==> src/rtl/pixel_pkg.sv <==
// Shared definitions for the pixel serializer slice: state encoding,
// the coordinate value driven while no beat is active, and default widths.
package pixel_pkg;

    typedef enum logic [1:0] {
        IDLE  = 2'd0,
        OUT   = 2'd1,
        EMPTY = 2'd2
    } state_t;

    localparam int IDLE_COORD = 1;

    localparam int DEF_LANES = 4;
    localparam int DEF_CW    = 24;
    localparam int DEF_XW    = 10;
    localparam int DEF_YW    = 10;
    localparam int DEF_H_RES = 640;
    localparam int DEF_V_RES = 480;

    // Width of a lane index; a single-lane build still needs one bit.
    function automatic int cur_width(input int lanes);
        return (lanes > 1) ? $clog2(lanes) : 1;
    endfunction

endpackage

==> src/rtl/pixel_serializer_lane_next_sel.sv <==
// lane_next_sel: priority encoder over a lane mask. Reports the lowest set
// lane, the lowest set lane strictly above cur, and whether cur is the
// highest set lane (no set lane above it).
module lane_next_sel #(
    parameter int LANES = 4,
    parameter int CURW  = 2
) (
    input  logic [LANES-1:0] mask,
    input  logic [CURW-1:0]  cur,
    output logic [CURW-1:0]  first_idx,
    output logic [CURW-1:0]  next_idx,
    output logic             is_last
);

    logic has_next;

    // Scan from the top lane down so the lowest matching lane wins.
    always_comb begin
        first_idx = '0;
        next_idx  = '0;
        has_next  = 1'b0;
        for (int i = LANES - 1; i >= 0; i--) begin
            if (mask[i]) begin
                first_idx = CURW'(i);
            end
            if (mask[i] && (i > int'(cur))) begin
                next_idx = CURW'(i);
                has_next = 1'b1;
            end
        end
        is_last = !has_next;
    end

endmodule

==> src/rtl/pixel_serializer.sv <==
// pixel_serializer: captures a batch of LANES pixels in one cycle and drains
// the valid lanes one per accepted beat (WEN/ready) in ascending lane order.
// Optional build macro PIXEL_SERIALIZER_CLIP_EN drops lanes whose coordinates
// fall outside H_RES x V_RES at capture time.
module pixel_serializer
    import pixel_pkg::*;
#(
    parameter int LANES = DEF_LANES,
    parameter int CW    = DEF_CW,
    parameter int XW    = DEF_XW,
    parameter int YW    = DEF_YW,
    parameter int H_RES = DEF_H_RES,
    parameter int V_RES = DEF_V_RES
) (
    input  logic                aclk,
    input  logic                areset,
    input  logic                store,
    output logic                store_ready,
    input  logic [LANES-1:0]    lane_valid,
    input  logic [LANES*CW-1:0] rgb_in,
    input  logic [LANES*XW-1:0] x_in,
    input  logic [LANES*YW-1:0] y_in,
    input  logic                ready,
    output logic                WEN,
    output logic [CW-1:0]       rgb_out,
    output logic [XW-1:0]       x_coord,
    output logic [YW-1:0]       y_coord,
    output logic                done,
    output logic                busy
);

    localparam int CURW = cur_width(LANES);

    state_t           state;
    logic [LANES-1:0] mask_q;
    logic [CURW-1:0]  cur_q;
    logic [CW-1:0]    rgb_bank [LANES];
    logic [XW-1:0]    x_bank   [LANES];
    logic [YW-1:0]    y_bank   [LANES];

    logic [LANES-1:0] cap_mask;
    logic             capture;
    logic [CURW-1:0]  cur_next;
    logic             cur_is_last;
    logic [CURW-1:0]  cap_first;
    logic [CURW-1:0]  held_first_unused;
    logic [CURW-1:0]  cap_next_unused;
    logic             cap_last_unused;

`ifdef PIXEL_SERIALIZER_CLIP_EN
    // Lanes landing outside the visible frame are removed from the batch here.
    always_comb begin
        cap_mask = lane_valid;
        for (int i = 0; i < LANES; i++) begin
            if ((int'(x_in[i*XW +: XW]) >= H_RES) || (int'(y_in[i*YW +: YW]) >= V_RES)) begin
                cap_mask[i] = 1'b0;
            end
        end
    end
`else
    localparam int clip_bounds_unused = H_RES + V_RES;
    assign cap_mask = lane_valid;
`endif

    // Walk of the held batch: where to go after the current lane.
    lane_next_sel #(.LANES(LANES), .CURW(CURW)) u_sel_held (
        .mask      (mask_q),
        .cur       (cur_q),
        .first_idx (held_first_unused),
        .next_idx  (cur_next),
        .is_last   (cur_is_last)
    );

    // Entry point of the incoming batch, needed on the capture edge itself.
    lane_next_sel #(.LANES(LANES), .CURW(CURW)) u_sel_cap (
        .mask      (cap_mask),
        .cur       ('0),
        .first_idx (cap_first),
        .next_idx  (cap_next_unused),
        .is_last   (cap_last_unused)
    );

    assign store_ready = (state == IDLE) || (state == EMPTY) ||
                         ((state == OUT) && ready && cur_is_last);
    assign capture     = store && store_ready;

    // Batch capture and lane sequencing; a new batch can load on the final beat.
    always_ff @(posedge aclk) begin
        if (areset) begin
            state  <= IDLE;
            mask_q <= '0;
            cur_q  <= '0;
        end else if (capture) begin
            mask_q <= cap_mask;
            for (int i = 0; i < LANES; i++) begin
                rgb_bank[i] <= rgb_in[i*CW +: CW];
                x_bank[i]   <= x_in[i*XW +: XW];
                y_bank[i]   <= y_in[i*YW +: YW];
            end
            if (cap_mask != '0) begin
                state <= OUT;
                cur_q <= cap_first;
            end else begin
                state <= EMPTY;
                cur_q <= '0;
            end
        end else begin
            case (state)
                IDLE:  state <= IDLE;
                EMPTY: state <= IDLE;
                OUT: begin
                    if (ready) begin
                        if (cur_is_last) begin
                            state <= IDLE;
                        end else begin
                            cur_q <= cur_next;
                        end
                    end
                end
                default: state <= IDLE;
            endcase
        end
    end

    assign WEN     = (state == OUT);
    assign rgb_out = (state == OUT) ? rgb_bank[cur_q] : '0;
    assign x_coord = (state == OUT) ? x_bank[cur_q] : XW'(IDLE_COORD);
    assign y_coord = (state == OUT) ? y_bank[cur_q] : YW'(IDLE_COORD);
    assign done    = ((state == OUT) && ready && cur_is_last) || (state == EMPTY);
    assign busy    = (state != IDLE);

endmodule
==> config.mk <==
export PLATFORM = sky130hd
export DESIGN_NAME = pixel_serializer
export DESIGN_NICKNAME = d
export VERILOG_FILES = /design/src/rtl/pixel_pkg.sv /design/src/rtl/pixel_serializer_lane_next_sel.sv /design/src/rtl/pixel_serializer.sv
export SDC_FILE = /design/constraint.sdc
export NUM_CORES = 1
export LEC_CHECK = 0
export ABC_CLOCK_PERIOD_IN_PS = 10250
export CORE_ASPECT_RATIO = 0.7
export CORE_UTILIZATION = 43
export CTS_BUF_LIST = sky130_fd_sc_hd__clkbuf_8
export DETAILED_ROUTE_END_ITERATION = 12
export PLACE_DENSITY = 0.78
export REMOVE_ABC_BUFFERS = 1
export SYNTH_ARGS = -nofsm -noshare
export SYNTH_HDL_FRONTEND = slang
export SYNTH_SLANG_ARGS = --single-unit
==> constraint.sdc <==
create_clock -name aclk -period 10.25 [get_ports aclk]
set_input_delay 2.05 -clock aclk [delete_from_list [all_inputs] [get_ports aclk]]
set_output_delay 2.05 -clock aclk [all_outputs]
set_load 0.03 [all_outputs]
### Yosys cells after proc, flatten, opt, wreduce, memory -nomap -nowiden

Memory sizes are Yosys's and may differ from the RTL's. A register that Yosys moved wholly into a read port is not among the register bits.
Index checks and enable logic that the tools add are counted.

* input bits: 184
* output and inout port bits: 48
* word-level logic and storage cells: 63
* register bits after elaboration: 8
* bits in writable memories: 176
* memories: 3

Memories
* rgb_bank: depth 4, width 24, read ports 1, clocked after Yosys merged registers in 1, write ports 4, RTL line pixel_serializer.sv:37 `logic [CW-1:0] rgb_bank [LANES];`
* x_bank: depth 4, width 10, read ports 1, clocked after Yosys merged registers in 1, write ports 4, RTL line pixel_serializer.sv:38 `logic [XW-1:0] x_bank [LANES];`
* y_bank: depth 4, width 10, read ports 1, clocked after Yosys merged registers in 1, write ports 4, RTL line pixel_serializer.sv:39 `logic [YW-1:0] y_bank [LANES];`

* magnitude comparators: 3
* reduce and logical (&&, ||, !) cells: 18
* mux-type cells: 32
* equal/unequal tests: 4

Operator list (number)
* 2-bit two-way mux: 23
* 24-bit two-way mux: 1
* 10-bit two-way mux: 2
* 2-bit nonzero test: 4
* 1-bit logical AND: 6
* 1-bit two-way mux: 6
* 2-bit greater-than comparator (first input constant): 2
* 4-bit nonzero test: 1
* 1-bit logical OR: 3
* 3-bit by 2-bit inequality test with 1-bit output (second input constant): 1
* 3-bit inequality test (second input constant): 1
* 3-bit AND reduction: 1
* 2-bit by 1-bit equality test with 1-bit output (second input constant): 1
* 2-bit equality test (second input constant): 1
* 1-bit by 2-bit greater-than comparator with 1-bit output (first input constant): 1
* 2-bit logical NOT: 1
* 2-bit AND reduction: 1
* 1-bit logical NOT: 1

### Logic depth before layout (Yosys ltp)

Gate-level depths: netlist of run 1.

* depth in word-level cells: 13
* depth in mapped cells: 5
* mapped depth without buffers: 5

### Hierarchy

Synthesis of run 1 repeated with hierarchy kept, for this count alone.

* cell total of the unflattened synthesis: 362
* area total of the unflattened synthesis: 7344.5 µm²

Modules (own cells, without submodules)
* pixel_serializer: sequential area each 5485.3 µm², cells an instance 336, times used 1, area each 7186.9 µm²
* lane_next_sel: sequential area each 0.0 µm², cells an instance 13, times used 2, area each 78.8 µm²

### Least setup slack after synthesis of run 1

Ideal clock, no wire load.

* path type: in2reg
* from: in ready
* to: mem rgb_bank[0][0] (netlist bit) (enable)
* data required time: 9.535 ns
* stages on the path: 4
* buffers on the path: 0
* library setup time: 0.715 ns
* slack: -0.500 ns
* arrival time: 10.035 ns
* path through: inv_1 -> o31ai_4 -> nand2_2 -> nor2_1

RTL lines
* start: declaration: RTL line pixel_serializer.sv:23 `input logic ready,`
* end: declaration: RTL line pixel_serializer.sv:37

### Final worst setup path of run 1

* from: in ready
* to: out done

* cells in the longest elaborated chain, start to end: 3

RTL lines
* 1-bit logical AND (2 in series): RTL line pixel_serializer.sv:129 `assign done = ((state == OUT) && ready && cur_is_last) || (state == EMPTY);`
* 1-bit logical OR: RTL line pixel_serializer.sv:129
* end: declaration: RTL line pixel_serializer.sv:28 `output logic done,`

Every way passes these cells.

==> reports/results.tsv, run 1 <==
stage	metric	value	unit
detailed_routing	first_iter_violations	320	
clocking	path_clk_slew	90	ps
run_status	status	finished clean	
global_routing	antenna_found_initial	0	
final_layout	final_util	62.0	%
synth	ys_seq_area_share	76.2	%
worst_setup_path	required	8200	ps
detailed_routing	wl	15.7	mm
global_routing	grtUsageTotal	18.9	%
floorplanning	rows	39	
timing	whs	507	ps
placement	placed_cell_area	9710	um^2
synth	syn_inst	336	
detailed_routing	detail-route-antenna-nets	0	
final_layout	fin_cells	812	
timing	period_share	57.2	%
power	clkPwrFrac	29.7	%
power	p_sw_share	24.9	%
timing	rsz0062_at_grt	false	
worst_setup_path	start_kind	primary input	
final_layout	drive_gt1_share	15.8	%
global_routing	grt_pass1_wl	23.2	mm
timing	tns	0	ps
final_layout	nFillCells	1162	
final_layout	final_nets	758	
floorplanning	initial_core_util	44.0	%
clocking	ctsHoldBuffers	0	
clocking	cts_buffer_depth	2	
floorplanning	io_pins	232	
floorplanning	dieWidth	156	um
timing	slew_headroom	30.1	%
detailed_routing	routed-via-count	4032	
clocking	clock-root-buffer	clkbuf_8	
timing	skew	15.2	ps
placement	io_buffer_count	231	
final_layout	num_antenna_cells	0	
placement	dp.cells	780	
clocking	cts_setup_buffers	0	
final_layout	final_cell_mix	clkdlybuf4s50_1, edfxtp_1, mux4_2	
power	vdd_ir_drop_max	0.0811	mV
detailed_routing	first_pass_iters	4	
power	p_per_area	160	nW/um^2
global_routing	grt-ovfl-total	0	
global_routing	first_global_vias	4292	
worst_setup_path	crit_type	in2out	
worst_hold_path	hp-class	reg2reg	
floorplanning	core_area	16300	um^2
synth	syn_area	7170	um^2
placement	detailed_place_hpwl	10.9	mm
timing	period_minus_slack	5860	ps
detailed_routing	viasPerCell	4.97	
run	drv_cap	0	
final_layout	multiInputGateArea	1600	um^2
power	pwr-share-comb	14.9	%
timing	drv_slew	0	
clocking	worstSkewPairLatency	460	ps
clocking	cts.repair.resized	0	
clocking	numCtsBuffers	17	
power	switching_power	0.000404	W
global_routing	grt_start_max_net_pins	77	
power	p_seq_share	55.4	%
timing	setup_viol	0	
power	p_leak	3.29	nW
power	power.internal	0.00122	W
detailed_routing	drc_errors	0	
clocking	h-tree-depth	4	
final_layout	layout.area.seq	5470	um^2
clocking	cts_tree	built	
worst_setup_path	worstPathMaxFanout	6	
floorplanning	die_y	110	um
final_layout	final_area	10100	um^2
clocking	cts.sinks	185	
final_layout	layout_commonest_cell	clkdlybuf4s50_1	
floorplanning	die_area	17200	um^2
timing	finalHoldViolCount	0	
synth	syn_area_per_cell	21.3	um^2
final_layout	area_growth	40.8	%
worst_setup_path	arrival	3810	ps
synth	synth_cell_types	32	
synth	ys_ff_latch	185	
synth	yosysWarnings	0	
timing	max_slew.worst_pin.slew	1050	ps
worst_setup_path	crit_path_end_kind	output pin	
timing	fmax	171	MHz
detailed_routing	wl_per_cell	19.3	um
placement	place_congestion	0.827	
## cell usage after synthesis, drive strengths merged
cell type / count / area share (%)
clkbuf: 6 / 0.31
o311ai: 2 / 0.24
nor3b: 1 / 0.10
nand2b: 6 / 0.56
mux4: 44 / 14
nor2: 8 / 0.45
and2: 42 / 3.7
mux2i: 3 / 0.42
nand2: 5 / 0.30
o22ai: 1 / 0.28
inv: 5 / 0.26
a2111oi: 1 / 0.38
a221oi: 1 / 0.12
edfxtp: 176 / 74
nand3: 2 / 0.14
a22oi: 2 / 0.40
nor3: 2 / 0.14
o31ai: 1 / 0.30
dfxtp: 9 / 2.5
a21oi: 1 / 0.070
or2: 2 / 0.17
o221ai: 1 / 0.21
or3: 1 / 0.087
o21ai: 5 / 0.35
buf: 9 / 1.0
## final cells by class
| class | instances | area share [%] |
|---|---|---|
| Inverter | 5 | 0.186 |
| Multi-Input combinational cell | 131 | 15.8 |
| Clock inverter | 15 | 1.56 |
| Tap cell | 225 | 2.79 |
| Timing Repair Buffer | 234 | 23.1 |
| Clock buffer | 17 | 2.32 |
| Sequential cell | 185 | 54.2 |
## layer usage
layer  global-route usage (%)  share of wire (%)  up-vias  wire [um]
met5                        0                  0        -          0
met4                     5.95                1.4        0        223
met3                     8.60                 12       17       1810
met2                     30.7                 47      204       7300
met1                     22.8                 40     1982       6350
li1                         -                  -     1829          -
## worst max-delay path, cell delays in order
cell and delay (ps):
clkdlybuf4s50_1 450, inv_1 120, or2_2 330, o21ai_0 160
clkdlybuf4s50_1 690
## registers in the layout, summed over array words and instances, names as in the netlist, named ones only
| register | flops |
|---|---|
| state | 2 |
| y_bank | 40 |
| x_bank | 40 |
| mask_q | 3 |
| rgb_bank | 96 |
| cur_q | 2 |
## path summary, 6_finish.rpt
path / endpoint / start / cells past startpoint / slack [ps]
max: done / ready / 5 / 4390
min: flop / cur_q[0]$_SDFFE_PP0P_ / 2 / 510
max reg2reg: rgb_bank[2][6]$_DFFE_PP_ / cur_q[0]$_SDFFE_PP0P_ / 6 / 7070
min reg2reg: flop / cur_q[0]$_SDFFE_PP0P_ / 2 / 510
## power by group through the flow
| stage | Combinational, W | Sequential [W] | Clock [W] |
|---|---|---|---|
| 2_1_floorplan | 0.000117 | 0.000919 | 0 |
| 3_3_place_gp | 0.000239 | 0.000913 | 0 |
| 3_5_place_dp | 0.000243 | 0.000917 | 0 |
| 4_1_cts | 0.000244 | 0.000899 | 0.000496 |
| 5_1_grt | 0.000256 | 0.000903 | 0.000526 |
| 6_report | 0.000242 | 0.000897 | 0.000480 |
## per-stage QoR
| stage | worst slack [ps] | total power, W |
|---|---|---|
| detailed placement | 4400 | 0.00116 |
| finish | 4390 | 0.00162 |
| CTS | 4390 | 0.00164 |
| global placement | 4410 | 0.00115 |
| global route | 4290 | 0.00169 |
| floorplan | -500 | 0.00104 |
## logic make-up (layout without fill, tap and decap cells)
| logic type | count (synthesis) | count (layout) | synth area share [%] |
|---|---|---|---|
| buf+inv | 20 | 271 | 1.59 |
| simple gates | 69 | 69 | 5.62 |
| compound gates | 15 | 15 | 2.36 |
| flops | 185 | 185 | 76.2 |
| mux | 47 | 47 | 14.2 |
No activity file was read; power rests on OpenSTA's default activity.
==> run 2, diff against run 1 <==
--- a/config.mk
+++ b/config.mk
@@ -5,12 +5,12 @@
 export SDC_FILE = /design/constraint.sdc
 export NUM_CORES = 1
 export LEC_CHECK = 0
-export ABC_CLOCK_PERIOD_IN_PS = 10250
+export ABC_CLOCK_PERIOD_IN_PS = 6100
 export CORE_ASPECT_RATIO = 0.7
-export CORE_UTILIZATION = 43
+export CORE_UTILIZATION = 48
 export CTS_BUF_LIST = sky130_fd_sc_hd__clkbuf_8
 export DETAILED_ROUTE_END_ITERATION = 12
-export PLACE_DENSITY = 0.78
+export PLACE_DENSITY = 0.83
 export REMOVE_ABC_BUFFERS = 1
 export SYNTH_ARGS = -nofsm -noshare
 export SYNTH_HDL_FRONTEND = slang
==> constraint.sdc (replaced) <==
create_clock -name aclk -period 6.1 [get_ports aclk]
set_input_delay 1.22 -clock aclk [delete_from_list [all_inputs] [get_ports aclk]]
set_output_delay 1.22 -clock aclk [all_outputs]
set_load 0.03 [all_outputs]
==> run 2 against run 1 <==
Compared with the run above: clock skew is 4.3 ps lower; die area is 10% lower; count of clock-buffer cells in the layout stayed put; hold slack worse by 12 ps; combinational power is 68% higher; final area is 1.1% lower; routed wire length is 2.4% lower; setup slack worse by 2500 ps.
==> reports/results.tsv, run 2 (same netlist as run 1, synthesis figures left out) <==
stage	metric	value	unit
detailed_routing	drc_errors	0	
placement	place_congestion	0.820	
clocking	ctsHoldBuffers	0	
final_layout	layout_commonest_cell	clkdlybuf4s50_1	
worst_setup_path	worstPathMaxFanout	6	
timing	finalHoldViolCount	0	
timing	max_slew.worst_pin.slew	935	ps
detailed_routing	detail-route-antenna-nets	0	
timing	period_share	68.8	%
timing	tns	0	ps
clocking	cts.sinks	185	
final_layout	final_nets	759	
placement	io_buffer_count	231	
detailed_routing	routed-via-count	4056	
detailed_routing	wl_per_cell	19.7	um
worst_hold_path	hold_depth	2	
floorplanning	dieWidth	148	um
clocking	cts_buffer_depth	2	
final_layout	final_cell_mix	clkdlybuf4s50_1, edfxtp_1, mux4_2	
worst_setup_path	arrival	2980	ps
timing	rsz0062_at_grt	false	
power	pwr-share-comb	15.6	%
worst_setup_path	r2r-end	rgb_bank[2][5]$_DFFE_PP_	
timing	slew_headroom	37.7	%
placement	detailed_place_hpwl	10.9	mm
final_layout	drive_gt1_share	15.0	%
final_layout	nFillCells	917	
final_layout	largestRegisters	rgb_bank: 96 flops, x_bank: 40 flops, y_bank: 40 flops	
detailed_routing	first_pass_iters	6	
detailed_routing	first_iter_violations	230	
worst_setup_path	worstRegToRegCells	6	
power	p_sw_share	24.0	%
floorplanning	io_pins	232	
power	p_per_area	260	nW/um^2
global_routing	grtUsageTotal	20.8	%
timing	setup_viol	0	
timing	skew	10.9	ps
clocking	clock-root-buffer	clkbuf_8	
clocking	cts_tree	built	
global_routing	grt_start_max_net_pins	69	
timing	fmax	238	MHz
clocking	cts_setup_buffers	0	
power	vdd_ir_drop_max	0.170	mV
global_routing	grt_pass1_wl	23.3	mm
power	p_seq_share	58.1	%
power	clkPwrFrac	26.3	%
worst_hold_path	worstHoldStart	cur_q[0]$_SDFFE_PP0P_	
clocking	numCtsBuffers	17	
power	switching_power	0.000622	W
timing	whs	495	ps
power	p_leak	3.26	nW
worst_setup_path	crit_path_end_kind	output pin	
final_layout	largest_register	rgb_bank	
final_layout	num_antenna_cells	0	
final_layout	area_growth	39.3	%
clocking	worstSkewPairLatency	440	ps
timing	drv_slew	0	
global_routing	antenna_found_initial	0	
global_routing	first_global_vias	4322	
power	power.internal	0.00197	W
clocking	h-tree-depth	4	
floorplanning	core_area	14200	um^2
worst_setup_path	crit_type	in2out	
final_layout	largest_register_ffs	96	
floorplanning	die_y	104	um
global_routing	grt-ovfl-total	0	
run	drv_cap	0	
detailed_routing	viasPerCell	5.22	
worst_setup_path	rrSetupSlack	3360	ps
worst_hold_path	hp-class	reg2reg	
floorplanning	die_area	15400	um^2
worst_setup_path	crit-reg2reg-launch	cur_q[0]$_SDFFE_PP0P_	
worst_setup_path	start_kind	primary input	
floorplanning	rows	36	
run_status	status	finished clean	
timing	period_minus_slack	4200	ps
clocking	cts.repair.resized	0	
detailed_routing	wl	15.3	mm
clocking	path_clk_slew	80	ps
worst_setup_path	required	4880	ps
floorplanning	initial_core_util	50.4	%
-- run 2: how the worst max path moves through the flow --
stage | endpoint | cells after the start | start | slack (ps)
finish | done | 5 | ready | 1900
detailed placement | done | 5 | ready | 1890
CTS | done | 5 | ready | 1890
global placement | done | 5 | ready | 1910
floorplan | rgb_bank[0][0]$_DFFE_PP_ | 4 | ready | -3820
global route | rgb_out[20] | 3 | flop | 1830
-- run 2: power by group through the flow --
| stage | combinational [W] | sequential, W | clock, W |
|---|---|---|---|
| floorplan | 0.000196 | 0.00154 | 0 |
| global placement | 0.000400 | 0.00153 | 0 |
| detailed placement | 0.000408 | 0.00154 | 0 |
| CTS | 0.000411 | 0.00151 | 0.000707 |
| global route | 0.000430 | 0.00152 | 0.000750 |
| finish | 0.000406 | 0.00151 | 0.000683 |
-- run 2: per-layer routing --
metal | up-vias | routed length [um] | track usage [%]
met5 | - | 0 | 0
met4 | 0 | 131 | 5.52
met3 | 13 | 1440 | 6.93
met2 | 177 | 7670 | 34.4
met1 | 2036 | 6070 | 26.2
li1 | 1830 | - | -
-- run 2: layout make-up --
class / count / area [um^2] / share of cell area (%)
sequential: 185 / 5470 / 54.8
timing repair buffer: 235 / 2340 / 23.4
multi-input combinational: 131 / 1600 / 16.0
tap: 190 / 238 / 2.38
clock buffer: 17 / 234 / 2.34
clock inverter: 14 / 86.3 / 0.864
inverter: 5 / 18.8 / 0.188
-- run 2: critical path, cell delays in order --
cell and delay (ps):
clkdlybuf4s50_1 460, inv_1 120, or2_2 340, o21ai_0 150, clkdlybuf4s50_1 690
-- run 2: through the flow --
step / utilization (%) / instances / setup slack, ps / cell area, um^2 / power, W
6_report: 70.2 / 777 / 1900 / 9990 / 0.00260
5_1_grt: 70.2 / 777 / 1830 / 9990 / 0.00270
4_1_cts: 70.2 / 777 / 1890 / 9990 / 0.00263
3_5_place_dp: 67.9 / 746 / 1890 / 9670 / 0.00195
3_3_place_gp: 67.9 / 746 / 1910 / 9670 / 0.00193
2_1_floorplan: - / 321 / -3820 / 7080 / 0.00174
==> run 3, diff against run 2 <==
--- a/config.mk
+++ b/config.mk
@@ -5,7 +5,7 @@
 export SDC_FILE = /design/constraint.sdc
 export NUM_CORES = 1
 export LEC_CHECK = 0
-export ABC_CLOCK_PERIOD_IN_PS = 6100
+export ABC_CLOCK_PERIOD_IN_PS = 4300
 export CORE_ASPECT_RATIO = 0.7
 export CORE_UTILIZATION = 48
 export CTS_BUF_LIST = sky130_fd_sc_hd__clkbuf_8
==> constraint.sdc (replaced) <==
create_clock -name aclk -period 4.3 [get_ports aclk]
set_input_delay 0.86 -clock aclk [delete_from_list [all_inputs] [get_ports aclk]]
set_output_delay 0.86 -clock aclk [all_outputs]
set_load 0.03 [all_outputs]
==> run 3 against run 2 <==
Compared with the run above: final cell count fell by 0.26%; routed wire length rose by 2.9%; count of clock-buffer cells in the layout did not move; non-clock buffer count did not move; final area rose by 0.90%; hold slack improved by 33 ps; die area did not move; core utilization rose by 0.63 points; sequential power rose by 41%; flip-flop and latch count did not move; clock power rose by 60%; register-to-register slack got worse by 1400 ps; highest routed layer unchanged.
==> reports/results.tsv, run 3 (same netlist as run 1, synthesis figures left out) <==
stage	metric	value	unit
power	finalPower	0.00382	W
worst_hold_path	hp-class	reg2reg	
worst_setup_path	start_kind	flop	
timing	finalHoldViolCount	0	
worst_setup_path	rrSetupSlack	1950	ps
worst_hold_path	worstHoldStart	cur_q[0]$_SDFFE_PP0P_	
worst_setup_path	cpMaxStageDelayCell	clkdlybuf4s50_1	
timing	slew_headroom	45.1	%
clocking	clock-root-buffer	clkbuf_8	
power	p_per_area	379	nW/um^2
global_routing	grtUsageTotal	21.3	%
worst_setup_path	worstRegToRegCells	6	
global_routing	grt_start_max_net_pins	89	
detailed_routing	detail-route-antenna-nets	0	
final_layout	largest_register_ffs	96	
clocking	ctsHoldBuffers	0	
detailed_routing	highest_layer	met4	
clocking	cts.sinks	185	
detailed_routing	wl_met3	1.57	mm
timing	rsz0062_at_grt	false	
detailed_routing	wl	15.8	mm
worst_setup_path	critical-path-top-delay-family	buffers and inverters	
timing	skew	13.0	ps
clocking	cts_tree	built	
clocking	cts.repair.resized	0	
floorplanning	core_area	14200	um^2
worst_setup_path	path_buf_inv	2	
detailed_routing	first_iter_violations	226	
detailed_routing	wl_per_cell	20.3	um
floorplanning	io_pins	232	
floorplanning	dieWidth	148	um
worst_hold_path	hold_end	cur_q[0]$_SDFFE_PP0P_	
clocking	cts_buffer_depth	2	
floorplanning	initial_core_util	50.4	%
timing	period_minus_slack	3630	ps
run_status	status	finished clean	
final_layout	area_growth	40.5	%
timing	max_slew.worst_pin.slew	822	ps
global_routing	first_global_vias	4388	
power	vdd_ir_drop_max	0.202	mV
worst_hold_path	hold_depth	2	
global_routing	antenna_found_initial	0	
detailed_routing	viasPerCell	5.22	
global_routing	grt-ovfl-total	0	
timing	fmax	276	MHz
final_layout	final_area	10100	um^2
final_layout	drive_gt1_share	15.7	%
worst_setup_path	crit-reg2reg-launch	mask_q[3]$_SDFFE_PP0P_	
final_layout	final_nets	759	
worst_setup_path	required	3440	ps
detailed_routing	wl_met1	6.26	mm
worst_setup_path	r2r-end	y_bank[3][7]$_DFFE_PP_	
final_layout	final_cell_mix	clkdlybuf4s50_1, edfxtp_1, mux4_2	
detailed_routing	routed-via-count	4046	
worst_setup_path	worstPathMaxFanout	46	
detailed_routing	wl_met2	7.83	mm
placement	place_congestion	0.837	
detailed_routing	drc_errors	0	
final_layout	num_antenna_cells	0	
worst_setup_path	cp_cell_sequence	nand2b_2 > inv_2 > and2_1 > clkdlybuf4s50_1	
placement	placed_cell_area	9720	um^2
clocking	cts_setup_buffers	0	
placement	io_buffer_count	231	
timing	setup_viol	0	
worst_setup_path	crit_path_end_kind	output pin	
clocking	numCtsBuffers	17	
floorplanning	die_area	15400	um^2
final_layout	layout_commonest_cell	clkdlybuf4s50_1	
worst_setup_path	worst_path_largest_cell_delay	720	ps
floorplanning	die_y	104	um
detailed_routing	first_pass_iters	4	
worst_setup_path	crit_type	reg2out	
clocking	worstSkewPairLatency	440	ps
run	drv_cap	0	
clocking	path_clk_slew	90	ps
timing	period_share	84.3	%
final_layout	largest_register	rgb_bank	
placement	detailed_place_hpwl	11.0	mm
power	p_leak	3.30	nW
clocking	h-tree-depth	4	
floorplanning	rows	36	
final_layout	largestRegisters	rgb_bank: 96 flops, x_bank: 40 flops, y_bank: 40 flops	
timing	drv_slew	0	
global_routing	grt_pass1_wl	23.9	mm
worst_setup_path	arrival	2770	ps
==> run 3: worst max-delay path by stage <==
stage               cells past startpoint                  endpoint                   from  slack (ps)
floorplan                               4  rgb_bank[0][0]$_DFFE_PP_                  ready       -5260
detailed placement                      5                      done                  ready         790
global placement                        5                      done                  ready         840
finish                                  4                rgb_out[4]  state[0]$_SDFFE_PP0P_         670
global route                            4                rgb_out[4]  state[0]$_SDFFE_PP0P_         530
CTS                                     4                rgb_out[4]  state[0]$_SDFFE_PP0P_         570
==> run 3: per-layer routing <==
metal	track usage, %	vias to the layer above
met4	5.60	0
met5	0	-
met3	7.37	10
met1	27.0	2020
met2	35.2	185
li1	-	1831
==> run 3: worst reg2reg max path, delay by kind of cell, from the launching register on <==
family / cells / cell delay [ps]
AND/OR/NAND/NOR: 3 / 760
buffers and inverters: 1 / 440
flip-flops: 1 / 380
AO/OA/AOI/OAI: 2 / 350
==> run 3: stage by stage <==
step | cells | TNS (ps) | worst slack [ps] | util (%) | hold slack [ps]
after floorplan | 321 | -925770 | -5260 | - | 449
after global placement | 746 | 0 | 836 | 68.3 | 470
after detailed placement | 746 | 0 | 789 | 68.3 | 512
after CTS | 775 | 0 | 569 | 70.8 | 529
after global routing | 775 | 0 | 531 | 70.8 | 568
final | 775 | 0 | 674 | 70.8 | 528
==> run 3: final cells by class <==
| class | instances | area, um^2 |
|---|---|---|
| inverters | 5 | 18.8 |
| well taps | 190 | 238 |
| fillers | 903 | 4150 |
| clock buffers | 17 | 234 |
| clock inverters | 12 | 126 |
| flip-flops and latches | 185 | 5470 |
| multi-input cells | 131 | 1600 |
| repair buffers | 235 | 2390 |
==> run 3: where the power goes <==
| group | switching (W) | internal, W |
|---|---|---|
| clock | 0.000584 | 0.000506 |
| sequential | 0.0000456 | 0.00208 |
| combinational | 0.000261 | 0.000340 |
| total | 0.000891 | 0.00293 |
